==> src/rtl/tt_pad_cfg_pkg.sv <==
// ---------------------------------------------------------------------------
// tt_pad_cfg_pkg
// Shared definitions for the pad configuration loader:
//   CFG_W_DEFAULT  default width of the pad configuration word
//   state_t        sequencer states (IDLE, GUARD_PRE, APPLY, GUARD_POST)
//   guard_cnt_w()  width of the guard down-counter for a given guard length
// ---------------------------------------------------------------------------
package tt_pad_cfg_pkg;

    localparam int CFG_W_DEFAULT = 18;

    typedef enum logic [1:0] {
        IDLE       = 2'd0,
        GUARD_PRE  = 2'd1,
        APPLY      = 2'd2,
        GUARD_POST = 2'd3
    } state_t;

    // The guard counter is loaded with cycles-1 and counts down to zero,
    // so it needs clog2(cycles) bits, but never fewer than one.
    function automatic int guard_cnt_w(input int cycles);
        return (cycles <= 1) ? 1 : $clog2(cycles);
    endfunction

endpackage

==> src/rtl/tt_pad_cfg_loader_if.sv <==
// ---------------------------------------------------------------------------
// tt_pad_cfg_loader_if
// Three-pin serial host link plus the readback pin.
//   sclk_in   serial clock from host (asynchronous to the system clock)
//   sdi_in    serial data, sampled on sclk rising edge
//   latch_in  apply strobe, acts on its rising edge
//   sdo       readback: MSB of the loader's shadow register
// master = host side, slave = loader side.
// ---------------------------------------------------------------------------
interface tt_pad_cfg_loader_if;

    logic sclk_in;
    logic sdi_in;
    logic latch_in;
    logic sdo;

    modport master (
        output sclk_in,
        output sdi_in,
        output latch_in,
        input  sdo
    );

    modport slave (
        input  sclk_in,
        input  sdi_in,
        input  latch_in,
        output sdo
    );

endinterface

==> src/rtl/tt_sync_edge.sv <==
// ---------------------------------------------------------------------------
// tt_sync_edge
// Brings one asynchronous input into the clk domain through a flop chain and
// produces a one-clk-wide pulse on its rising edge.
//   clk       system clock
//   rst_n     asynchronous active-low reset
//   async_in  raw input pin
//   level     synchronized level (last stage of the chain)
//   rise      one-clk pulse when level goes 0 -> 1
// ---------------------------------------------------------------------------
module tt_sync_edge #(
    parameter int SYNC_STAGES = 2
) (
    input  logic clk,
    input  logic rst_n,
    input  logic async_in,
    output logic level,
    output logic rise
);

    logic [SYNC_STAGES-1:0] chain;
    logic                   prev;

    always_ff @(posedge clk or negedge rst_n) begin
        if (!rst_n) begin
            chain <= '0;
            prev  <= 1'b0;
        end else begin
            chain <= {chain[SYNC_STAGES-2:0], async_in};
            prev  <= chain[SYNC_STAGES-1];
        end
    end

    assign level = chain[SYNC_STAGES-1];
    assign rise  = level & ~prev;

endmodule

==> src/rtl/tt_pad_cfg_loader.sv <==
// ---------------------------------------------------------------------------
// tt_pad_cfg_loader
// Serial loader and sequencer for the pad configuration word. The host shifts
// a word into a shadow register over sclk/sdi; a latch with exactly CFG_W bits
// shifted runs the sequence GUARD_PRE -> APPLY -> GUARD_POST, during which the
// pad direction gate is held low and pad_config is updated only in APPLY.
//   clk           system clock
//   rst_n         asynchronous active-low reset
//   host          serial link (sclk_in, sdi_in, latch_in in; sdo out)
//   pad_config    active configuration word to the pads
//   pad_dir_gate  1 = pad_dir may drive, 0 = pads forced to input
//   busy          high whenever the sequencer is outside IDLE
//   bit_count     bits shifted since the last latch, saturating at 31
//   err_len       sticky: the last latch saw bit_count != CFG_W
//   err_busy      sticky: an sclk or latch edge arrived while busy
// ---------------------------------------------------------------------------
module tt_pad_cfg_loader
    import tt_pad_cfg_pkg::*;
#(
    parameter int CFG_W        = CFG_W_DEFAULT,
    parameter int GUARD_CYCLES = 4,
    parameter int SYNC_STAGES  = 2
) (
    input  logic               clk,
    input  logic               rst_n,
    tt_pad_cfg_loader_if.slave host,
    output logic [CFG_W-1:0]   pad_config,
    output logic               pad_dir_gate,
    output logic               busy,
    output logic [4:0]         bit_count,
    output logic               err_len,
    output logic               err_busy
);

    localparam int GW = guard_cnt_w(GUARD_CYCLES);

    state_t           state;
    state_t           state_next;
    logic [GW-1:0]    guard_cnt;
    logic [GW-1:0]    guard_next;
    logic [CFG_W-1:0] shadow;

    logic sclk_rise;
    logic latch_rise;
    logic sdi_sync;
    logic unused_sclk_level;
    logic unused_latch_level;
    logic unused_sdi_rise;

    tt_sync_edge #(.SYNC_STAGES(SYNC_STAGES)) u_sync_sclk (
        .clk      (clk),
        .rst_n    (rst_n),
        .async_in (host.sclk_in),
        .level    (unused_sclk_level),
        .rise     (sclk_rise)
    );

    tt_sync_edge #(.SYNC_STAGES(SYNC_STAGES)) u_sync_sdi (
        .clk      (clk),
        .rst_n    (rst_n),
        .async_in (host.sdi_in),
        .level    (sdi_sync),
        .rise     (unused_sdi_rise)
    );

    tt_sync_edge #(.SYNC_STAGES(SYNC_STAGES)) u_sync_latch (
        .clk      (clk),
        .rst_n    (rst_n),
        .async_in (host.latch_in),
        .level    (unused_latch_level),
        .rise     (latch_rise)
    );

    logic idle;
    logic len_ok;

    assign idle   = (state == IDLE);
    assign len_ok = (bit_count == 5'(CFG_W));

    // State and guard counter registers.
    always_ff @(posedge clk or negedge rst_n) begin
        if (!rst_n) begin
            state     <= IDLE;
            guard_cnt <= '0;
        end else begin
            state     <= state_next;
            guard_cnt <= guard_next;
        end
    end

    // Next-state logic. Each guard phase loads GUARD_CYCLES-1 and leaves when
    // the counter reaches zero, giving exactly GUARD_CYCLES cycles per phase.
    always_comb begin
        state_next = state;
        guard_next = guard_cnt;
        case (state)
            IDLE: begin
                if (latch_rise && len_ok) begin
                    state_next = GUARD_PRE;
                    guard_next = GW'(GUARD_CYCLES - 1);
                end
            end
            GUARD_PRE: begin
                if (guard_cnt == '0) begin
                    state_next = APPLY;
                end else begin
                    guard_next = guard_cnt - 1'b1;
                end
            end
            APPLY: begin
                state_next = GUARD_POST;
                guard_next = GW'(GUARD_CYCLES - 1);
            end
            GUARD_POST: begin
                if (guard_cnt == '0) begin
                    state_next = IDLE;
                end else begin
                    guard_next = guard_cnt - 1'b1;
                end
            end
            default: begin
                state_next = IDLE;
                guard_next = '0;
            end
        endcase
    end

    // Shadow shifter, bit counter, error flags and the registered pad outputs.
    // A latch edge takes priority over a same-cycle sclk edge, which is then
    // dropped. Gate and busy are registered from the next state so that they
    // are clean flop outputs aligned exactly with the non-IDLE cycles.
    always_ff @(posedge clk or negedge rst_n) begin
        if (!rst_n) begin
            shadow       <= '0;
            bit_count    <= '0;
            err_len      <= 1'b0;
            err_busy     <= 1'b0;
            pad_config   <= '0;
            pad_dir_gate <= 1'b1;
            busy         <= 1'b0;
        end else begin
            if (idle) begin
                if (latch_rise) begin
                    bit_count <= '0;
                    err_len   <= ~len_ok;
                    if (len_ok) begin
                        err_busy <= 1'b0;
                    end
                end else if (sclk_rise) begin
                    shadow <= {shadow[CFG_W-2:0], sdi_sync};
                    if (bit_count != 5'd31) begin
                        bit_count <= bit_count + 5'd1;
                    end
                end
            end else begin
                if (sclk_rise || latch_rise) begin
                    err_busy <= 1'b1;
                end
            end

            if (state == APPLY) begin
                pad_config <= shadow;
            end

            pad_dir_gate <= (state_next == IDLE);
            busy         <= (state_next != IDLE);
        end
    end

    assign host.sdo = shadow[CFG_W-1];

endmodule

==> src/flat_wrapper.sv <==
// flat-port wrapper written by rule: the top's interface ports become plain ports
module tt_pad_cfg_loader_flat import tt_pad_cfg_pkg::*;
#(
    parameter int CFG_W        = CFG_W_DEFAULT,
    parameter int GUARD_CYCLES = 4,
    parameter int SYNC_STAGES  = 2
)
  (clk, rst_n, pad_config, pad_dir_gate, busy, bit_count, err_len, err_busy, host_sclk_in, host_sdi_in, host_latch_in, host_sdo);
  tt_pad_cfg_loader_if host_i ();
  input  logic clk;
  input  logic rst_n;
  output logic [CFG_W-1:0] pad_config;
  output logic pad_dir_gate;
  output logic busy;
  output logic [4:0] bit_count;
  output logic err_len;
  output logic err_busy;
  input wire logic [$bits(host_i.sclk_in)-1:0] host_sclk_in;
  input wire logic [$bits(host_i.sdi_in)-1:0] host_sdi_in;
  input wire logic [$bits(host_i.latch_in)-1:0] host_latch_in;
  output wire logic [$bits(host_i.sdo)-1:0] host_sdo;
  assign host_i.sclk_in = host_sclk_in;
  assign host_i.sdi_in = host_sdi_in;
  assign host_i.latch_in = host_latch_in;
  assign host_sdo = host_i.sdo;
  tt_pad_cfg_loader #(.CFG_W(CFG_W), .GUARD_CYCLES(GUARD_CYCLES), .SYNC_STAGES(SYNC_STAGES)) u_core (.clk(clk), .rst_n(rst_n), .host(host_i), .pad_config(pad_config), .pad_dir_gate(pad_dir_gate), .busy(busy), .bit_count(bit_count), .err_len(err_len), .err_busy(err_busy));
endmodule
==> config.mk <==
export PLATFORM = sky130hd
export DESIGN_NAME = tt_pad_cfg_loader_flat
export DESIGN_NICKNAME = d
export VERILOG_FILES = /design/src/rtl/tt_pad_cfg_pkg.sv /design/src/rtl/tt_pad_cfg_loader_if.sv /design/src/rtl/tt_sync_edge.sv /design/src/rtl/tt_pad_cfg_loader.sv /design/src/flat_wrapper.sv
export SDC_FILE = /design/constraint.sdc
export NUM_CORES = 1
export LEC_CHECK = 0
export CAP_MARGIN = 0
export CORE_MARGIN = 3
export CORE_UTILIZATION = 57
export DETAILED_ROUTE_END_ITERATION = 6
export GPL_TIMING_DRIVEN = 0
export HOLD_SLACK_MARGIN = 0.06
export PLACE_DENSITY_LB_ADDON = 0.15
export SYNTH_ARGS = -nofsm -noshare
export SYNTH_HDL_FRONTEND = slang
export SYNTH_SLANG_ARGS = --single-unit
==> constraint.sdc <==
create_clock -name clk -period 3.51 [get_ports clk]
set_input_delay 0.5265 -clock clk [delete_from_list [all_inputs] [get_ports clk]]
set_output_delay 0.5265 -clock clk [all_outputs]
set_load 0.005 [all_outputs]
Word-level counts from Yosys, hierarchy flattened:

Cells that the tools add are included.

* bits in registers: 57
* latch bits: 0
* bits in writable memories: 0
* memory bits (read-only): 0
* bits of input ports: 5
* memories kept: 0

* add/subtract/negate cells: 2
* $mul: 0
* divide/modulo/power cells: 0
* magnitude comparators: 0
* eq/ne operators: 9
* shifts and indexed selects: 0
* multiplexer cells: 14
* bitwise logic cells: 6
* reduce and logical (&&, ||, !) cells: 15

Operator list (count)
* 5-bit two-way mux: 3
* 2-bit two-way mux: 5
* 3-bit AND reduction: 3
* 2-bit case mux with 4 select lines: 1
* 2-bit nonzero test: 4
* 2-bit zero test: 3
* 2-bit != test (second input constant): 3
* 2-bit case mux with 3 select lines: 1
* 5-bit by 1-bit adder with 5-bit output (second input constant): 1
* 5-bit == test (second input constant): 1
* 5-bit != test (second input constant): 1
* 2-bit == test (second input constant): 2
* 1-bit two-way mux: 4
* 1-bit NOT: 4
* 2-bit AND reduction: 2
* 1-bit AND: 2
* 2-bit by 1-bit == test with 1-bit output (second input constant): 1
* 2-bit by 1-bit != test with 1-bit output (second input constant): 1
* 2-bit OR reduction: 1
* 2-bit by 1-bit subtractor with 2-bit output (second input constant): 1
* 1-bit logical AND: 1
* 1-bit logical OR: 1

Logic depth before layout (Yosys ltp):

Gate-level depths: netlist (run 1).

* depth after elaboration: 6
* gate-level depth with buffers: 6
* gate-level depth less buffers: 5

By module:

Synthesis (run 1) repeated with hierarchy kept, for this count alone.

* cells, all modules: 196
* area, all modules: 2388.5 µm²

Modules (own cells, without submodules)
* tt_pad_cfg_loader: instances 1, cells an instance 184, area each 2122.0 µm²
* tt_sync_edge: instances 3, cells an instance 4, area each 88.8 µm²

Worst setup path before layout (run 1):

Ideal clock, no wire load.

* kind: register to register
* from: register u_core.state[0]
* to: register u_core.shadow[0]
* arrival: 1.822 ns
* required time: 3.385 ns
* path slack: 1.563 ns
* cell stages (with the launch flop): 7
* buffers on the path: 3
* clock period less this slack: 1.947 ns
* cells stage by stage: dfrtp_1 > buf_6 > or4b_4 > or2_1 > buf_6 > buf_12 > mux2_4

* cells in the longest elaborated chain, start to end: 2

RTL lines
* start, declared: line tt_pad_cfg_loader.sv:37 `state_t state;`
* start signal, assigned: line tt_pad_cfg_loader.sv:86 `state <= state_next;`
* 2-bit zero test: line tt_pad_cfg_loader.sv:77 `assign idle = (state == IDLE);`
* 3-bit AND reduction (no source line)
* end signal, assigned: line tt_pad_cfg_loader.sv:150 `shadow <= {shadow[CFG_W-2:0], sdi_sync};`
* end, declared: line tt_pad_cfg_loader.sv:41 `logic [CFG_W-1:0] shadow;`

Every way passes these cells.
A chain may end at the register's enable or synchronous reset.

Worst setup path after layout (run 1):

* from: register u_core.state[0]
* to: register u_core.shadow[13]

Same word-level chain as after synthesis.

==> results of run 1 <==
[sequential cells by signal, summed over array words and instances (netlist names)]
name                       count
u_core.u_sync_sdi.chain        2
u_core.u_sync_latch.chain      2
u_core.shadow                 18
u_core.err_len                 1
u_core.u_sync_sclk.chain       2
u_core.u_sync_sclk.prev        1
u_core.err_busy                1
u_core.bit_count               5
u_core.pad_config             18
u_core.pad_dir_gate            1
u_core.state                   2
u_core.u_sync_latch.prev       1
u_core.busy                    1
u_core.guard_cnt               2
[metal layers]
layer  global-route usage [%]  up-vias  part of all wire [%]
met2                    26.69       36                    48
met3                    7.872       10                   5.1
met5                        0        -                     0
met4                    8.460        0                   2.0
met1                    21.93      663                    45
li1                         -      614                     -
[worst max-delay path by stage]
stage / startpoint / to / slack, ns / depth (start not counted)
after floorplan: u_core.state[0] / u_core.shadow[0] / 1.56 / 6
after global placement: rst_n / u_core.shadow[4] / 0.35 / 1
after detailed placement: u_core.state[0] / u_core.shadow[0] / 1.48 / 6
after CTS: u_core.state[0] / u_core.shadow[13] / 1.46 / 6
after global routing: u_core.state[0] / u_core.shadow[13] / 1.42 / 6
final: u_core.state[0] / u_core.shadow[13] / 1.47 / 6
[cell type report]
type	instances	area (um2)	share of cell area (%)
multi-input cells	82	762.0	26.90
clock buffers	13	158.9	5.610
plain buffers	6	55.05	1.943
repair buffers	33	335.3	11.84
inverters	5	18.77	0.6625
well taps	48	60.06	2.120
flip-flops and latches	57	1428	50.40
clock inverters	3	15.01	0.5300
[cell usage in the layout (no fill, tap or decap), drive strengths merged, types with 2 or more instances in the layout]
master | Yosys | layout
dfrtp | 56 | 56
mux2 | 36 | 36
clkdlybuf4s50 | 0 | 31
clkbuf | 2 | 15
nand2 | 8 | 8
buf | 4 | 6
inv | 5 | 5
ha | 4 | 4
nor2 | 3 | 3
a21oi | 3 | 3
o22ai | 3 | 3
clkinv | 0 | 3
a21boi | 2 | 2
nand3 | 2 | 2
a22oi | 2 | 2
or4b | 2 | 2
[stage by stage]
step           hold WS [ns]  std cells
2_1_floorplan        0.2309        150
3_3_place_gp         0.3338        230
3_5_place_dp         0.3363        231
4_1_cts              0.1845        247
5_1_grt              0.1907        247
6_report             0.1747        247
[kinds of logic (layout without fill, tap and decap cells)]
logic type,count (synthesis),count (layout),synth area share [%]
XOR/XNOR,2,2,0.7740
multiplexers,37,37,20.01
AO/OA/AOI/OAI,14,14,4.201
buffers and inverters,11,60,3.261
AND/OR/NAND/NOR,25,25,6.469
flip-flops,57,57,63.07
adder cells (fa/ha/maj),4,4,2.211
[power by group through the flow]
| stage | Clock (uW) | Combinational, uW | Sequential, uW |
|---|---|---|---|
| 2_1_floorplan | 0 | 128 | 828 |
| 3_3_place_gp | 0 | 218 | 839 |
| 3_5_place_dp | 0 | 231 | 844 |
| 4_1_cts | 537 | 232 | 834 |
| 5_1_grt | 572 | 249 | 853 |
| 6_report | 522 | 227 | 834 |
==> flow_metrics.tcl, run 1 <==
set metrics [dict create \
    seqPwrFrac_pct 52.7 \
    cts_setup_buffers 0 \
    grt.total_usage_pct 17.76 \
    place_ws_ns 1.477 \
    cts_sinks 57 \
    clkLatencyLatePin_ns 0.32 \
    die_height_um 69.02 \
    syn_nets 159 \
    synthArstFlopShare_pct 100.0 \
    yosysTopAreaCellShare_pct 61.91 \
    worstReg2RegStart "u_core.state[0]" \
    max_clock_freq_mhz 489.7 \
    crit_path_max_incr_delay_ns 0.57 \
    synth_area_um2 2263 \
    hpwl_um 2606 \
    syn_inst 150 \
    grt_max_degree 37 \
    cts_hold_buf 0 \
    vias_per_cell 5.356 \
    ctsLongestPathBuffers 2 \
    antennaDiodeCount 0 \
    post-route-util_pct 75.67 \
    synthTopCellsByCount "56 x dfrtp_1, 26 x mux2_2, 10 x mux2_4" \
    port_buffers 32 \
    drc 0 \
    yosysMostFrequentCell "dfrtp_1" \
    vias 1323 \
    total_power_uw 1582 \
    antenna_found_initial 0 \
    path_cells "buf_6, or4b_4, or2_1, buf_6, buf_12, mux2_4" \
    grt_pass1_wl_um 6541 \
    fin_crit_sh_pct 58.17 \
    dieWidth_um 69.02 \
    p_int_uw 1212 \
    drtIter0Drc 60 \
    final_nets 203 \
    p_switching_uw 370.3 \
    gp_congestion 0.8566 \
    synth_edf_count 0 \
    end_kind "flip-flop" \
    clk_pin_slew_ns 0.06 \
    wire_per_inst_um 15.20 \
    ys_types 36 \
    hold_violations 0 \
    fin_skew_ns 0.005168 \
    ant_nets 0 \
    critPathKind "reg -> reg" \
    cts_buffers 9 \
    placed_cell_area_um2 2659 \
    regToRegSetupSlack_ns 1.47 \
    ys_ff_latch 57 \
    fp-row-count 22 \
    synth_ff_type "dfrtp_1" \
    cts-resized-gates 0 \
    ys_warn_count 0 \
    power_frac_comb_pct 14.4 \
    cp.required_ns 3.71 \
    powerDensity_nw_per_um2 558.6 \
    setup_violations 0 \
    cp_top_family "simple AND/OR/NAND/NOR gates" \
    avgSynthCellArea_um2 15.09 \
    layout-drive-gt1-share_pct 30.65 \
    status "finished, final reports clean" \
    reg2reg_to "u_core.shadow[13]" \
    final.fill_count 251 \
    fin_crit_ns 2.042 \
    boundaryPins 33 \
    worstHoldPathType "in -> async" \
    fin_ws_ns 1.468 \
    grt_setup_unrepaired "no" \
    htree_levels 3 \
    synthTopCellsByArea "dfrtp_1 62%, mux2_2 13%, mux2_4 6.6%" \
    cp_common_cell "buf_6" \
    areaGrowthSynthToFinish_pct 25.15 \
    setup_tns_ns 0 \
    die-area_um2 4763 \
    fin_area_um2 2833 \
    worstRegToRegCells 6 \
    arrival_ns 2.24 \
    start_util_pct 60.46 \
    cap_violations 0 \
    grt_overflow_total 0 \
    cts_root_buf "clkbuf_8" \
    irDropWorstVdd_mv 0.4652 \
    worst_slew_pin_slew_ns 0.5490 \
    critPathSlowestCell "or4b_4" \
    cts_tree "built" \
    routed_wirelength_um 3755 \
    dr.pass1.iters 4 \
    grt_pass1_vias 1384 \
    path_buf_inv 3 \
    start_kind "flip-flop" \
    leakage_uw 0.001358 \
    core-area_um2 3744 \
    yosysSeqAreaShare_pct 63.07 \
    slew_violations 0 \
    cp_max_fo 10 \
    switching_share_pct 23.40 \
    slew_headroom_pct 62.90 \
    synth_top_area_cell "dfrtp_1" \
    p_clk_share_pct 33.0 \
]
Power figures use the tool's default switching activity.
==> run 2: changes to the inputs <==
Settings changed: CORE_UTILIZATION 57 to 48.
Clock period 3.51 ns to 1.65 ns, I/O delays scaled along.
==> run 2 against run 1 <==
The flow now finishes with violations (negative setup slack). Clock-buffer cell count decreased by 4. Power increased by 130%. Fmax increased by 7.8%. Clock power increased to 2.6 times the previous value. Setup slack got worse by 1.7 ns. Critical path depth decreased by 1. Sequential power increased by 110%. Wire length increased by 9.9%. First-iteration DRC count unchanged. Global-route usage decreased by 0.61 points. Largest power group unchanged.
==> flow_metrics.tcl, run 2 (same netlist as run 1, synthesis figures left out) <==
set metrics [dict create \
    start_kind "flip-flop" \
    clk_pin_slew_ns 0.06 \
    die_height_um 74.67 \
    final_nets 215 \
    worstHoldPathType "reg -> reg" \
    irDropWorstVdd_mv 0.8084 \
    boundaryPins 33 \
    drtIter0Drc 60 \
    fin_skew_ns 0.005144 \
    dr.pass1.iters 4 \
    cts_buffers 9 \
    drc 0 \
    gp_congestion 0.7735 \
    arrival_ns 2.10 \
    reg2reg_to "u_core.shadow[16]" \
    grt_pass1_wl_um 6955 \
    worst_slew_pin_slew_ns 0.7924 \
    port_buffers 32 \
    fp-row-count 24 \
    critPathKind "reg -> reg" \
    worstReg2RegStart "u_core.state[1]" \
    cap_violations 0 \
    min-delay-start "u_core.u_sync_sdi.chain[0]" \
    grt_overflow_total 0 \
    clkLatencyLatePin_ns 0.32 \
    hold_violations 0 \
    fin_ws_ns -0.2439 \
    grt.total_usage_pct 17.15 \
    vias_per_cell 5.186 \
    core-area_um2 4444 \
    cts_root_buf "clkbuf_8" \
    vias 1364 \
    areaGrowthSynthToFinish_pct 37.20 \
    top_regs "u_core.pad_config (18), u_core.shadow (18), u_core.bit_count (5)" \
    cp_max_fo 5 \
    crit_path_max_incr_delay_ns 0.53 \
    cp.required_ns 1.86 \
    start_util_pct 50.93 \
    dieWidth_um 74.67 \
    slew_headroom_pct 47.17 \
    placed_cell_area_um2 2678 \
    leakage_uw 0.001455 \
    status "complete, but fails checks" \
    ctsLongestPathBuffers 2 \
    wire_per_inst_um 15.68 \
    final_common_cell "dfrtp_1" \
    end_kind "flip-flop" \
    fin_area_um2 3105 \
    violations "negative setup slack" \
    worstHoldPathCells 0 \
    cts_sinks 57 \
    layout_common_cells "52 x dfrtp_1, 31 x clkdlybuf4s50_1, 26 x mux2_2" \
    antennaDiodeCount 0 \
    layout-drive-gt1-share_pct 42.18 \
    max_clock_freq_mhz 528.0 \
    fin_crit_ns 1.894 \
    cts_tree "built" \
    grt_pass1_vias 1448 \
    path_cells "or4b_4, or2_1, buf_6, buf_12, mux2_4" \
    routed_wirelength_um 4125 \
    critPathSlowestCell "or4b_4" \
    hpwl_um 2667 \
    grt_max_degree 35 \
    antenna_found_initial 0 \
    ant_nets 0 \
    hold_end "u_core.u_sync_sdi.chain[1]" \
    grt_setup_unrepaired "yes" \
    regToRegSetupSlack_ns -0.24 \
    setup_violations 23 \
    post-route-util_pct 69.88 \
    die-area_um2 5576 \
    cp-startpoint "u_core.state[1]" \
    slew_violations 0 \
    worstRegToRegCells 5 \
    fin_crit_sh_pct 114.8 \
    htree_levels 3 \
    powerDensity_nw_per_um2 1186 \
]
run 2: changes by cell type in the layout (fill, tap and decap cells not counted), sizes merged:
cell	before	now
buf	6	18
clkbuf	15	10
bufinv	0	2
clkinv	3	5
dlygate4sd3	0	1
run 2: worst max-delay path by stage:
stage,to,slack [ns]
final,u_core.shadow[16],-0.24
after CTS,u_core.shadow[16],-0.28
after global routing,u_core.shadow[12],-0.29
after global placement,u_core.u_sync_sdi.chain[0],-1.20
after floorplan,u_core.shadow[0],-0.26
after detailed placement,u_core.shadow[9],-0.35
run 2: final cells by class:
type	count	area, um2
sequential	57	1433
clock buffer	9	123.9
tap	52	65.06
clock inverter	7	85.08
buffer	4	56.30
fill	315	1339
inverter	5	18.77
multi-input combinational	82	849.6
timing repair buffer	47	474.2
run 2: report_power, final:
group	leakage [uW]	total (uW)	switching, uW	internal [uW]
sequential	0.000745	1790	168	1620
combinational	0.000597	531	155	376
clock	0.000113	1360	525	835
run 2: layer usage:
metal  global-route usage, %  up-vias  share of wire (%)
li1                        -      638                  -
met3                   4.005       10                3.0
met5                       0        -                  0
met1                   24.04      685                 47
met4                   10.67        0                2.0
met2                   24.10       31                 48
run 2: worst max-delay path: cells and delay by family, from the launching register on:
family                 cells  cell delay [ns]
flip-flops                 1             0.43
multiplexers               1             0.29
AND/OR/NAND/NOR            2             0.79
buffers and inverters      2             0.28
run 2: repair_timing:
item,4_1_cts,5_1_grt
hold buffers,1,0
cloned,1,0
setup endpoints to repair,37,36
resized for setup,13,11
hold endpoints to repair,32,0
setup buffers,6,6
pin swaps,3,4
run 2: through the flow:
stage	cells	power, uW	setup slack (ns)	hold WS, ns	TNS, ns
4_1_cts	258	3699	-0.2765	0.3408	-5.307
3_5_place_dp	235	2296	-0.3492	0.3458	-6.588
2_1_floorplan	150	2034	-0.2637	-0.04809	-3.437
3_3_place_gp	234	2253	-1.205	0.3361	-73.15
5_1_grt	263	3865	-0.2880	0.3458	-5.988
6_report	263	3682	-0.2439	0.3581	-4.992
==> RTL change 1 (flow settings as in run 1) <==
The 4 states of `state_t` get a one-hot encoding in 4 bits.
--- a/src/rtl/tt_pad_cfg_pkg.sv
+++ b/src/rtl/tt_pad_cfg_pkg.sv
@@ -11,7 +11,7 @@
 
-    typedef enum logic [1:0] {
-        IDLE       = 2'd0,
-        GUARD_PRE  = 2'd1,
-        APPLY      = 2'd2,
-        GUARD_POST = 2'd3
+    typedef enum logic [3:0] {
+        IDLE       = 4'b0001,
+        GUARD_PRE  = 4'b0010,
+        APPLY      = 4'b0100,
+        GUARD_POST = 4'b1000
     } state_t;
Check against the original RTL: same outputs for any inputs over 10 cycles, from zero or initial values and one cycle with rst_n low; not proved beyond that.
==> RTL change 1 against run 1 <==
- design area rose by 3.9%
- wire length is 13% higher
- maximum frequency is 17% lower
- sequential share of layout area down 0.16 points
- synthesized area up 5.5%
- setup slack got worse by 0.40 ns
- total power is 7.8% lower
- sequential cell count rose by 2
- global-route usage grew 1.3 points
- core utilization rose by 0.73 points
==> RTL change 1: results <==
metrics = {
    "run_status": {
        "outcome": "finished, final reports clean",
    },
    "synthesis": {
        "ys_top_cells_by_count": "dfrtp_1 (57), mux2_2 (26), o21ai_0 (11)",
        "synth_fp_nets": 173,
        "ys_types": 35,
        "synth.area.top_cells": "dfrtp_1 (60%), mux2_2 (12%), mux2_4 (6.3%)",
        "async_reset_ff_frac": 1.00,
        "yosysSeqAreaShare": 0.619,
    },
    "grt": {
        "antenna_found_initial": 0,
        "grt_pass1_wl_mm": 7.40,
        "grt_pass1_vias": 1588,
        "grt_max_degree": 32,
        "grt_usage": 0.191,
    },
    "final_layout": {
        "nNetsFinal": 217,
        "drive_gt1_frac": 0.282,
        "nFillCells": 245,
    },
    "place": {
        "portBuffers": 32,
        "hpwl_mm": 2.92,
        "place_ws_ns": 1.15,
        "gp_congestion": 0.792,
        "postPlaceCellArea_um2": 2780,
    },
    "power_and_ir_drop": {
        "p_leak_nw": 1.39,
        "peakVddDrop_mv": 0.350,
    },
    "worst_hold_path": {
        "hold_path.class": "primary input to async pin",
    },
    "clocking": {
        "cts_max_path_buffers": 2,
    },
    "timing": {
        "fin_crit_sh": 0.697,
        "fin_skew_ns": 0.0127,
        "tightest_slew_ns": 0.827,
    },
    "route": {
        "drt_iter0_drc": 77,
        "num_vias": 1436,
        "drtPass1Iterations": 5,
        "wl_per_cell_um": 16.3,
    },
    "critical_path": {
        "crit_arrival_ns": 2.65,
        "cp_max_fo": 7,
    },
}
==> RTL change 1: cell types whose count changed after synthesis, moves of 2 or more <==
| cell | change |
|---|---|
| nor2b_1 | +2 |
| nor3_1 | +3 |
| nand2_1 | -3 |
| a21boi_0 | -2 |
| o22ai_1 | -3 |
| a21oi_1 | +3 |
| o21ai_0 | +10 |
| o31a_2 | +2 |
==> RTL change 1: cell type report <==
| type | instances | area, um^2 | area share |
|---|---|---|---|
| Timing Repair Buffer | 33 | 335 | 0.114 |
| Inverter | 6 | 22.5 | 0.00765 |
| Clock buffer | 16 | 160 | 0.0544 |
| Sequential cell | 59 | 1480 | 0.502 |
| Buffer | 5 | 43.8 | 0.0149 |
| Multi-Input combinational cell | 94 | 843 | 0.286 |
| Tap cell | 48 | 60.1 | 0.0204 |
==> RTL change 1: power breakdown <==
group | leakage [nW] | internal, mW | switching, mW | total (mW)
clock | 0.0790 | 0.278 | 0.233 | 0.510
combinational | 0.541 | 0.0883 | 0.0463 | 0.135
sequential | 0.774 | 0.755 | 0.0587 | 0.814
==> RTL change 1: critical path, cell delays in order, from the launching register on <==
cell     delay [ns]
dfrtp_1        0.44
ha_1           0.25
and3_1         0.20
ha_1           0.17
nor3b_1        0.69
o21ai_0        0.29
a32o_1         0.28
==> RTL change 1: cells by family after synthesis <==
kind of cell	synth area share
DFF	0.619
muxes	0.185
and+or+nand+nor	0.0781
AOI/OAI and AO/OA	0.0650
buffers and inverters	0.0278
adders and majority gates	0.0210
xor gates and xnor gates	0.00367
==> RTL change 1: final timing paths <==
path	from	end	depth (start not counted)
hold / removal	rst_n	u_core.state[2]	1
setup / recovery	u_core.bit_count[0]	u_core.bit_count[4]	6
max in group asynchronous	rst_n	u_core.pad_config[10]	2
setup reg to reg	u_core.bit_count[0]	u_core.bit_count[4]	6
hold reg to reg	u_core.u_sync_sclk.chain[0]	u_core.u_sync_sclk.chain[1]	0
min in group clk	u_core.u_sync_sclk.chain[0]	u_core.u_sync_sclk.chain[1]	0
==> RTL change 1: layer usage <==
| metal | GRT usage | routed length [um] |
|---|---|---|
| met5 | 0 | 0 |
| met4 | 0.0856 | 51 |
| met3 | 0.0696 | 180 |
| met2 | 0.311 | 2150 |
| met1 | 0.226 | 1880 |
==> RTL change 1: stage by stage <==
stage | instances | hold slack [ns] | util
floorplan | 164 | 0.231 | -
global placement | 244 | 0.335 | 0.719
detailed placement | 245 | 0.336 | 0.722
CTS | 261 | 0.263 | 0.764
global route | 261 | 0.279 | 0.764
finish | 261 | 0.248 | 0.764
==> RTL change 2 (config.mk and constraints of run 1) <==
Without the edit above. `GUARD_CYCLES` is set to 4 in 2 places; all go to 5.
--- a/src/rtl/tt_pad_cfg_loader.sv
+++ b/src/rtl/tt_pad_cfg_loader.sv
@@ -20,3 +20,3 @@
     parameter int CFG_W        = CFG_W_DEFAULT,
-    parameter int GUARD_CYCLES = 4,
+    parameter int GUARD_CYCLES = 5,
     parameter int SYNC_STAGES  = 2
--- a/src/flat_wrapper.sv
+++ b/src/flat_wrapper.sv
@@ -4,3 +4,3 @@
     parameter int CFG_W        = CFG_W_DEFAULT,
-    parameter int GUARD_CYCLES = 4,
+    parameter int GUARD_CYCLES = 5,
     parameter int SYNC_STAGES  = 2
Behaviour: no difference found for any inputs over 10 cycles, from zero or initial values and one cycle with rst_n low; that may be too few to reach the edited logic, so the function may still have changed.
==> RTL change 2 against run 1 <==
- design area is 4.7% higher
- setup slack better by 0.066 ns
- sequential cell count is 1 higher
- synthesized area is 5.5% higher
- core utilization is 1.3 points higher
- total power is 2.8% higher
- sequential share of layout area is 1.4 points lower
- via count is 5.4% higher
- wire length is 7.4% higher
- count of clock-buffer cells in the layout is 1 higher
- largest cell class unchanged
==> RTL change 2: results <==
metrics = {
    "final_layout": {
        "nNetsFinal": 213,
        "drive_gt1_frac": 0.274,
        "reg_top3": "u_core.pad_config: 18 flops, u_core.shadow: 18 flops, u_core.bit_count: 5 flops",
        "antenna_cells": 0,
        "nFillCells": 235,
        "instances_no_fill": 256,
    },
    "clocking": {
        "cts_max_path_buffers": 2,
        "postCtsSetupBuffers": 0,
        "htreeDepth": 3,
        "numCtsBuffers": 9,
        "clock_latency_ns": 0.32,
        "cts_resized": 0,
        "ctsRootBufferMaster": "clkbuf_8",
    },
    "timing": {
        "drv_slew": 0,
        "fin_skew_ns": 0.00413,
        "tightest_slew_ns": 0.525,
    },
    "run_status": {
        "outcome": "finished, final reports clean",
    },
    "synthesis": {
        "async_reset_ff_frac": 1.00,
        "ys_types": 43,
        "synthFlopType": "dfrtp_1",
        "yosysSeqAreaShare": 0.608,
        "ys_top_cells_by_count": "dfrtp_1 (57), mux2_2 (23), mux2_4 (10)",
        "synth.area.top_cells": "dfrtp_1 (60%), mux2_2 (11%), mux2_4 (6.3%)",
        "syn_area_per_cell_um2": 15.0,
        "synth_fp_nets": 169,
        "yosys_warnings": 0,
    },
    "grt": {
        "antenna_found_initial": 0,
        "grt_pass1_wl_mm": 6.89,
        "grt_max_degree": 37,
        "grt_pass1_vias": 1454,
        "grt_usage": 0.178,
    },
    "worst_hold_path": {
        "hold_path.class": "primary input to async pin",
    },
    "flow_run": {
        "cap_violations": 0,
    },
    "route": {
        "drtPass1Iterations": 4,
        "viasPerCell": 5.45,
        "wl_per_cell_um": 15.8,
        "drt_iter0_drc": 70,
    },
    "place": {
        "hpwl_mm": 2.85,
        "gp_congestion": 0.849,
        "postPlaceCellArea_um2": 2780,
        "dp.cells": 240,
    },
    "critical_path": {
        "cp_max_fo": 6,
        "crit_arrival_ns": 2.21,
    },
    "power_and_ir_drop": {
        "p_leak_nw": 1.43,
        "peakVddDrop_mv": 0.467,
    },
}
[RTL change 2: path summary, 6_finish.rpt]
path	startpoint	to	slack (ns)	cells past startpoint
worst max-delay path	u_core.bit_count[0]	u_core.bit_count[3]	1.53	6
worst min-delay path	rst_n	u_core.guard_cnt[2]	0.18	1
worst max register to register	u_core.bit_count[0]	u_core.bit_count[3]	1.53	6
worst min register to register	u_core.u_sync_sdi.chain[0]	u_core.u_sync_sdi.chain[1]	0.35	0
max in group asynchronous	rst_n	u_core.pad_dir_gate	2.72	2
min in group clk	u_core.u_sync_sdi.chain[0]	u_core.u_sync_sdi.chain[1]	0.35	0
[RTL change 2: critical path: stages, from the launching register on]
cell and delay [ns]:
dfrtp_1 0.44, ha_1 0.23, and3_1 0.18, ha_1 0.20, or3b_1 0.42, or2_1 0.24
o211ai_1 0.17
[RTL change 2: layout make-up]
type / instances / share of cell area
plain buffers: 7 / 0.0194
clock buffers: 14 / 0.0582
clock inverters: 2 / 0.00338
inverters: 5 / 0.00633
multi-input cells: 89 / 0.289
flip-flops and latches: 58 / 0.490
well taps: 48 / 0.0203
repair buffers: 33 / 0.113
[RTL change 2: cells by family after synthesis]
| kind of cell | after synthesis | share of synthesized area |
|---|---|---|
| and+or+nand+nor | 26 | 0.0786 |
| buffers and inverters | 12 | 0.0320 |
| muxes | 36 | 0.186 |
| xor gates and xnor gates | 2 | 0.00734 |
| AOI/OAI and AO/OA | 20 | 0.0618 |
| adders and majority gates | 5 | 0.0262 |
| DFF | 58 | 0.608 |
[RTL change 2: where the power goes]
group | switching [mW] | internal, mW
sequential | 0.0787 | 0.773
combinational | 0.0716 | 0.155
clock | 0.235 | 0.312
total | 0.386 | 1.24
[RTL change 2: layer usage]
metal	wire length (um)	part of all wire	global-route usage	up-vias
met3	141	0.035	0.0440	9
met4	82	0.020	0.0814	0
met2	1970	0.49	0.277	34
met5	0	0	0	-
li1	-	-	-	661
met1	1840	0.45	0.237	691
[RTL change 2: through the flow]
step                setup slack, ns  hold WS (ns)   util
finish                         1.53         0.176  0.769
global route                   1.44         0.199  0.769
CTS                            1.55         0.182  0.769
detailed placement             1.57         0.336  0.722
global placement              0.278         0.334  0.718
floorplan                      1.67         0.231      -
